===== src/rtl/hazard_pkg.sv =====
// Shared types and stage-control constants for the pipeline hazard controller.
package hazard_pkg;

  typedef enum logic [1:0] {
    ST_INIT     = 2'd0,
    ST_RUN      = 2'd1,
    ST_MEM_WAIT = 2'd2,
    ST_ERROR    = 2'd3
  } hz_state_e;

  typedef struct packed {
    logic pc_en;
    logic ifid_en;
    logic ifid_flush;
    logic idex_flush;
    logic exmem_en;
    logic memwb_flush;
  } stage_ctrl_t;

  localparam stage_ctrl_t CTRL_RUN      = 6'b110010;
  localparam stage_ctrl_t CTRL_FREEZE   = 6'b000001;
  localparam stage_ctrl_t CTRL_KILL_ALL = 6'b001101;

  // Only count a hazard when the load actually writes a real register.
  function automatic logic load_use_hit(
    input logic       ex_mem_read,
    input logic [4:0] ex_rd,
    input logic [4:0] rs1,
    input logic [4:0] rs2,
    input logic       use_rs1,
    input logic       use_rs2
  );
    return ex_mem_read && (ex_rd != 5'd0) &&
           ((use_rs1 && (rs1 == ex_rd)) || (use_rs2 && (rs2 == ex_rd)));
  endfunction

endpackage


===== src/rtl/pipeline_hazard_ctrl_sat_counter.sv =====
// Saturating up-counter used for the debug stall/flush statistics.
module sat_counter #(
  parameter int W = 16
) (
  input  logic         clk,
  input  logic         reset,
  input  logic         inc,
  output logic [W-1:0] out
);

  logic [W-1:0] cnt_q, cnt_d;

  always_comb begin
    cnt_d = cnt_q;
    if (inc && (cnt_q != {W{1'b1}})) cnt_d = cnt_q + W'(1);
  end

  always_ff @(posedge clk or posedge reset) begin
    if (reset) cnt_q <= '0;
    else       cnt_q <= cnt_d;
  end

  assign out = cnt_q;

endmodule


===== src/rtl/pipeline_hazard_ctrl.sv =====
// 5-stage pipeline sequencer: load-use stalls, EX redirects, memory-wait freeze
// with watchdog, plus saturating debug counters.
module pipeline_hazard_ctrl
  import hazard_pkg::*;
#(
  parameter int MEM_TIMEOUT = 64,
  parameter int CNT_W       = 16
) (
  input  logic             clk,
  input  logic             reset,
  input  logic [4:0]       id_rs1,
  input  logic [4:0]       id_rs2,
  input  logic             id_use_rs1,
  input  logic             id_use_rs2,
  input  logic             ex_mem_read,
  input  logic [4:0]       ex_rd,
  input  logic             ex_redirect,
  input  logic             mem_req,
  input  logic             mem_ready,
  output logic             pc_en,
  output logic             ifid_en,
  output logic             ifid_flush,
  output logic             idex_flush,
  output logic             exmem_en,
  output logic             memwb_flush,
  output logic [1:0]       state,
  output logic             mem_timeout_err,
  output logic [CNT_W-1:0] stall_cnt,
  output logic [CNT_W-1:0] flush_cnt
);

  localparam int WAIT_W = (MEM_TIMEOUT > 2) ? $clog2(MEM_TIMEOUT) : 1;

  hz_state_e   state_q, state_d;
  logic [WAIT_W-1:0] wait_q, wait_d;
  logic        err_q, err_d;
  stage_ctrl_t ctrl;
  logic        run_rules, stall_inc, flush_inc, lu_hit;

  assign lu_hit = load_use_hit(ex_mem_read, ex_rd, id_rs1, id_rs2, id_use_rs1, id_use_rs2);

  always_comb begin
    state_d   = state_q;
    wait_d    = wait_q;
    err_d     = err_q;
    ctrl      = CTRL_KILL_ALL;
    run_rules = 1'b0;
    flush_inc = 1'b0;
    case (state_q)
      ST_INIT: state_d = ST_RUN;
      ST_RUN: begin
        if (mem_req && !mem_ready) begin
          ctrl    = CTRL_FREEZE;
          state_d = ST_MEM_WAIT;
          wait_d  = WAIT_W'(1);
        end else begin
          run_rules = 1'b1;
        end
      end
      ST_MEM_WAIT: begin
        if (!mem_ready) begin
          ctrl = CTRL_FREEZE;
          if (wait_q == WAIT_W'(MEM_TIMEOUT - 1)) begin
            state_d = ST_ERROR;
            err_d   = 1'b1;
          end else begin
            wait_d = wait_q + WAIT_W'(1);
          end
        end else begin
          // Release cycle: a redirect held in EX during the freeze fires now.
          run_rules = 1'b1;
          state_d   = ST_RUN;
          wait_d    = '0;
        end
      end
      ST_ERROR: ;
    endcase

    if (run_rules) begin
      ctrl = CTRL_RUN;
      if (ex_redirect) begin
        // Wrong-path instructions in IF/ID are squashed; a load-use on them is moot.
        ctrl.ifid_flush = 1'b1;
        ctrl.idex_flush = 1'b1;
        flush_inc       = 1'b1;
      end else if (lu_hit) begin
        ctrl.pc_en      = 1'b0;
        ctrl.ifid_en    = 1'b0;
        ctrl.idex_flush = 1'b1;
      end
    end

    stall_inc = ((state_q == ST_RUN) || (state_q == ST_MEM_WAIT)) && !ctrl.pc_en;
  end

  always_ff @(posedge clk or posedge reset) begin
    if (reset) begin
      state_q <= ST_INIT;
      wait_q  <= '0;
      err_q   <= 1'b0;
    end else begin
      state_q <= state_d;
      wait_q  <= wait_d;
      err_q   <= err_d;
    end
  end

  sat_counter #(.W(CNT_W)) u_stall_cnt (
    .clk(clk), .reset(reset), .inc(stall_inc), .out(stall_cnt)
  );

  sat_counter #(.W(CNT_W)) u_flush_cnt (
    .clk(clk), .reset(reset), .inc(flush_inc), .out(flush_cnt)
  );

  assign pc_en           = ctrl.pc_en;
  assign ifid_en         = ctrl.ifid_en;
  assign ifid_flush      = ctrl.ifid_flush;
  assign idex_flush      = ctrl.idex_flush;
  assign exmem_en        = ctrl.exmem_en;
  assign memwb_flush     = ctrl.memwb_flush;
  assign state           = state_q;
  assign mem_timeout_err = err_q;

endmodule

===== config.mk =====
export PLATFORM = sky130hd
export DESIGN_NAME = pipeline_hazard_ctrl
export DESIGN_NICKNAME = d
export VERILOG_FILES = /design/src/rtl/hazard_pkg.sv /design/src/rtl/pipeline_hazard_ctrl_sat_counter.sv /design/src/rtl/pipeline_hazard_ctrl.sv
export SDC_FILE = /design/constraint.sdc
export NUM_CORES = 1
export LEC_CHECK = 0
export ABC_AREA = 1
export CAP_MARGIN = 20
export CORE_AREA = 2 2 75 77
export DETAILED_ROUTE_END_ITERATION = 8
export DIE_AREA = 0 0 77 79
export PLACE_DENSITY = 0.85
export SYNTH_ARGS = -nofsm -noshare
export SYNTH_HDL_FRONTEND = slang
export SYNTH_SLANG_ARGS = --single-unit

===== constraint.sdc =====
create_clock -name clk -period 2.9 [get_ports clk]
set_input_delay 0.29 -clock clk [delete_from_list [all_inputs] [get_ports clk]]
set_output_delay 0.29 -clock clk [all_outputs]
set_load 0.01 [all_outputs]

# Word level (Yosys, flattened, before mapping)

Cells that the tools add are included.

Register bits after elaboration: 41
Bits of input ports: 23
Output and inout port bits: 41
Logic and storage cells: 59

Add/subtract/negate cells: 3
Eq/ne operators: 10
Multiplexer cells: 21
Bitwise operators: 1
Reductions and logical operators: 19

Operators with widths:

| kind                                                             | count |
|---|---|
| 16-bit by 1-bit adder with 16-bit output (second input constant) | 2 |
| 16-bit != test (second input constant)                           | 2 |
| 6-bit two-way mux                                                | 4 |
| 6-bit case mux with 2 select lines                               | 1 |
| 5-bit == test                                                    | 2 |
| 2-bit two-way mux                                                | 5 |
| 3-bit AND reduction                                              | 3 |
| 1-bit logical AND                                                | 8 |
| 4-bit two-way mux                                                | 2 |
| 4-bit case mux with 2 select lines                               | 1 |
| 6-bit by 1-bit adder with 6-bit output (second input constant)   | 1 |
| 6-bit == test (second input constant)                            | 1 |
| 1-bit two-way mux                                                | 6 |
| 3-bit != test (second input constant)                            | 2 |
| 2-bit case mux with 3 select lines                               | 1 |
| 5-bit nonzero test                                               | 1 |
| 3-bit nonzero test                                               | 1 |
| 2-bit by 1-bit == test with 1-bit output (second input constant) | 1 |
| 2-bit == test (second input constant)                            | 1 |
| 1-bit zero test                                                  | 2 |
| 2-bit zero test                                                  | 1 |
| 1-bit logical OR                                                 | 2 |
| 2-bit != test (second input constant)                            | 1 |
| 1-bit case mux with 2 select lines                               | 1 |
| other kinds (2)                                                  | 2 |

# Longest topological paths before layout

Word-level depth: 10
Depth in mapped cells: 13
Depth with buffers taken out: 12

# Cells and area by module

From an unflattened synthesis, not the netlist that was laid out.

Cells, all modules: 442
Area, all modules: 3001.6 sq um

By module, submodules not included:

| module               | times used | cells an instance | area an instance (sq um) |
|---|---|---|---|
| sat_counter          | 2          | 150               | 1069.8 |
| pipeline_hazard_ctrl | 1          | 142               | 862.1 |

# Worst setup path before layout

No wires, ideal clock.

Path kind: flip-flop to output port
Start point: register state_q[0] (netlist: state[0])
End point: output pc_en
Arrival time: 1.693 ns
Slack: 0.917 ns
Stages on the path, launching flop included: 10
Path buffers: 2
Cells stage by stage: dfrtp_1 -> inv_1 -> ha_1 -> inv_1 -> nand2_4 -> clkinv_2 -> nand2_1 -> buf_2 -> nand2_1 -> buf_4

Word-level cells in the longest chain between the ends: 3

Ends and longest elaborated chain:

| element                                                                          | line                        | text |
|---|---|---|
| from (decl)                                                                      | pipeline_hazard_ctrl.sv:34  | `hz_state_e state_q, state_d;` |
| from (signal assigned)                                                           | pipeline_hazard_ctrl.sv:102 | `state_q <= state_d;` |
| 2-bit == test / 2-bit by 1-bit == test with 1-bit output (equally long branches) | pipeline_hazard_ctrl.sv:49  | `case (state_q)` |
| 1-bit case mux with 2 select lines (*)                                           | pipeline_hazard_ctrl.sv:49  |  |
| 6-bit two-way mux (*)                                                            | pipeline_hazard_ctrl.sv:79  | `if (run_rules) begin` |
| to (decl)                                                                        | pipeline_hazard_ctrl.sv:20  | `output logic pc_en,` |

Every way passes the cells marked *; elsewhere a longest branch is shown, timed or not.

# Final worst setup path

Same ends and word-level chain as after synthesis.

==> results <==
[metal layers]
metal / up-vias / track usage (%) / wire, um
met3: 9 / 4.43 / 347
li1: 1334 / - / -
met2: 87 / 37.5 / 2990
met5: - / 0 / 0
met1: 1232 / 26.9 / 2850
met4: 0 / 7.86 / 83
[worst paths after layout]
check	to	start	cells after the start	slack, ns
setup / recovery	pc_en	state[0]$_DFFE_PP0P_	8	0.41
hold / removal	u_flush_cnt.out[5]$_DFFE_PP0P_	reset	3	0.43
setup reg to reg	u_flush_cnt.out[12]$_DFFE_PP0P_	state[0]$_DFFE_PP0P_	11	0.79
hold reg to reg	mem_timeout_err$_DFFE_PP0P_	mem_timeout_err$_DFFE_PP0P_	1	0.47
max in group asynchronous	wait_q[5]$_DFFE_PP0P_	reset	3	2.12
min in group clk	mem_timeout_err$_DFFE_PP0P_	mem_timeout_err$_DFFE_PP0P_	1	0.47
[cells in the final DEF, fill, tap and decap left out, types with 2 or more instances in the layout]
cell type / netlist / final
nor3_2: 2 / 2
clkbuf_8: 0 / 5
nand2_2: 5 / 5
nand2_1: 118 / 118
o21ai_1: 2 / 2
buf_4: 2 / 4
a21oi_1: 5 / 5
xnor2_1: 5 / 5
xor2_1: 19 / 19
nand3b_1: 2 / 2
nand3_1: 21 / 21
nand3_2: 2 / 2
nand4_1: 22 / 22
ha_1: 7 / 7
clkinv_2: 1 / 3
nor3_1: 11 / 11
inv_1: 52 / 52
nor3b_2: 2 / 2
nor2_1: 29 / 29
dfrtp_1: 41 / 41
clkdlybuf4s50_1: 0 / 63
o21ai_0: 10 / 10
o21ai_2: 6 / 6
[flip-flops by register name (all words and copies together) (netlist names)]
signal           cells
u_flush_cnt.out     16
wait_q               6
state                2
mem_timeout_err      1
u_stall_cnt.out     16
[report_power, final]
part           switching, W  leakage, nW  internal (W)
combinational      0.000726         1.11      0.000570
sequential         0.000148        0.541      0.000693
clock              0.000198       0.0450      0.000167
[per-stage QoR]
step	hold slack (ns)	instance area [sq um]	utilization (%)
after floorplan	0.466	2760	-
after global placement	0.451	3450	64.6
after detailed placement	0.452	3450	64.6
after CTS	0.444	3530	66.1
after global routing	0.470	3530	66.1
final	0.427	3530	66.1
[cell families (layout without fill, tap and decap cells)]
kind of cell | after synthesis | count (layout) | share of synthesized area (%)
adder cells (fa/ha/maj) | 7 | 7 | 3.17
buffers and inverters | 63 | 129 | 9.66
AO/OA/AOI/OAI | 23 | 23 | 4.99
flip-flops | 41 | 41 | 37.2
XOR/XNOR | 24 | 24 | 7.62
AND/OR/NAND/NOR | 221 | 221 | 37.4
[worst max-delay path, delay by kind of cell (launching register included)]
kind	cells	cell delay (ns)
adders and majority gates	1	0.35
buffers and inverters	4	0.84
DFF	1	0.45
and+or+nand+nor	3	0.28
[area by class of cell]
type	instances	area [sq um]
Timing Repair Buffer	67	661
Sequential cell	41	1030
Tap cell	72	90.1
Clock buffer	6	72.6
Multi-Input combinational cell	275	1470
Clock inverter	2	10.0
Inverter	54	204
Fill cell	506	1810
==> flow_metrics.py <==
metrics = {
    "worst_hold_path": {
        "hold_class": "in2async",
    },
    "logic_synthesis": {
        "synth_area_leaders": "dfrtp_1 (37%), nand2_1 (16%), inv_1 (7.1%)",
        "yosysSeqAreaShare_pct": 37.2,
        "yosysWarnings": 0,
        "synth_largest_area_cell": "dfrtp_1",
        "syn_inst": 379,
        "yosysMostFrequentCell": "nand2_1",
        "synth_ff_type": "dfrtp_1",
        "synth_top_area_share_pct": 37.2,
        "synth_edf_count": 0,
        "ys_ff_latch": 41,
        "synth_async_sr_flop_share_pct": 100,
        "syn-num-nets": 409,
        "syn_area_per_cell_sq_um": 7.28,
        "syn_area_sq_um": 2760,
        "synth_common_cells": "nand2_1 (118), inv_1 (52), dfrtp_1 (41)",
        "synth_cell_type_count": 31,
    },
    "route": {
        "drtIter0Drc": 145,
        "via_per_inst": 5.15,
        "antenna_left": 0,
        "drc": 0,
        "first_pass_iters": 4,
        "via_count": 2662,
        "wirelength_um": 6280,
        "wl_per_cell_um": 12.1,
    },
    "final_layout": {
        "fin_cells": 517,
        "nNetsFinal": 474,
        "drive_gt1_share_pct": 8.09,
        "area_delta_synth_final_pct": 27.9,
        "antenna_cells": 0,
    },
    "sta": {
        "worstMarginPinSlew_ns": 0.509,
        "hold_violations": 0,
        "setup_viol": 0,
        "fin_ws_ns": 0.407,
        "fmax_mhz": 401,
        "tns_ns": 0,
        "period_share_pct": 86.0,
        "relSlewSlack_pct": 66.1,
        "min_period_ns": 2.49,
        "rsz0062_at_grt": "no",
        "clock_skew_ns": 0.00546,
        "maxSlewViolCount": 0,
    },
    "clock_tree": {
        "cts.htree.levels": 2,
        "cts-root-buf": "clkbuf_8",
        "cts.repair.resized": 0,
        "path_clk_slew_ns": 0.08,
        "clk_latency_ns": 0.29,
        "clock_path_buffers": 2,
        "cts_setup_buffers": 0,
        "cts_tree": "yes",
        "clock_sinks": 41,
        "holdBufCountCts": 0,
        "numCtsBuffers": 5,
    },
    "floorplanning": {
        "dieHeight_um": 79,
        "dieWidth_um": 77,
        "die_area_sq_um": 6080,
        "start_util_pct": 51.7,
        "fp-row-count": 27,
        "io_pins": 64,
        "coreArea_sq_um": 5340,
    },
    "global_route": {
        "grtUsageTotal_pct": 21.6,
        "grt_pass1_vias": 2575,
        "gr-total-overflow": 0,
        "grt_max_degree": 42,
        "grt_pass1_wl_um": 10900,
        "antenna_found_initial": 0,
    },
    "pwr": {
        "ir_drop_v": 0.000465,
        "leakage_nw": 1.70,
        "power.total_w": 0.00250,
        "powerDensity_nw_per_um2": 709,
    },
    "placement": {
        "pre_cts_slack_ns": 0.622,
        "gp_congestion": 0.883,
        "dp_cells": 509,
        "port_buffers": 63,
        "place_hpwl_um": 4710,
    },
    "run": {
        "drv_cap": 0,
    },
    "critical_path": {
        "end_kind": "output port",
        "worstPathRequired_ns": 2.61,
        "worstSetupStartpointType": "register",
        "crit_fanout": 6,
        "critical_path_class": "reg2out",
        "slowest_stage": "clkdlybuf4s50_1",
        "arrival_ns": 2.20,
        "cp_cell_sequence": "inv_1, ha_1, inv_1, nand2_4, clkinv_2, nand2_1, nand2_1, clkdlybuf4s50_1",
        "critPathMaxStageDelay_ns": 0.55,
    },
    "run_status": {
        "status": "complete, no violations",
    },
}
Note: power is estimated with default switching activity, not from simulation.
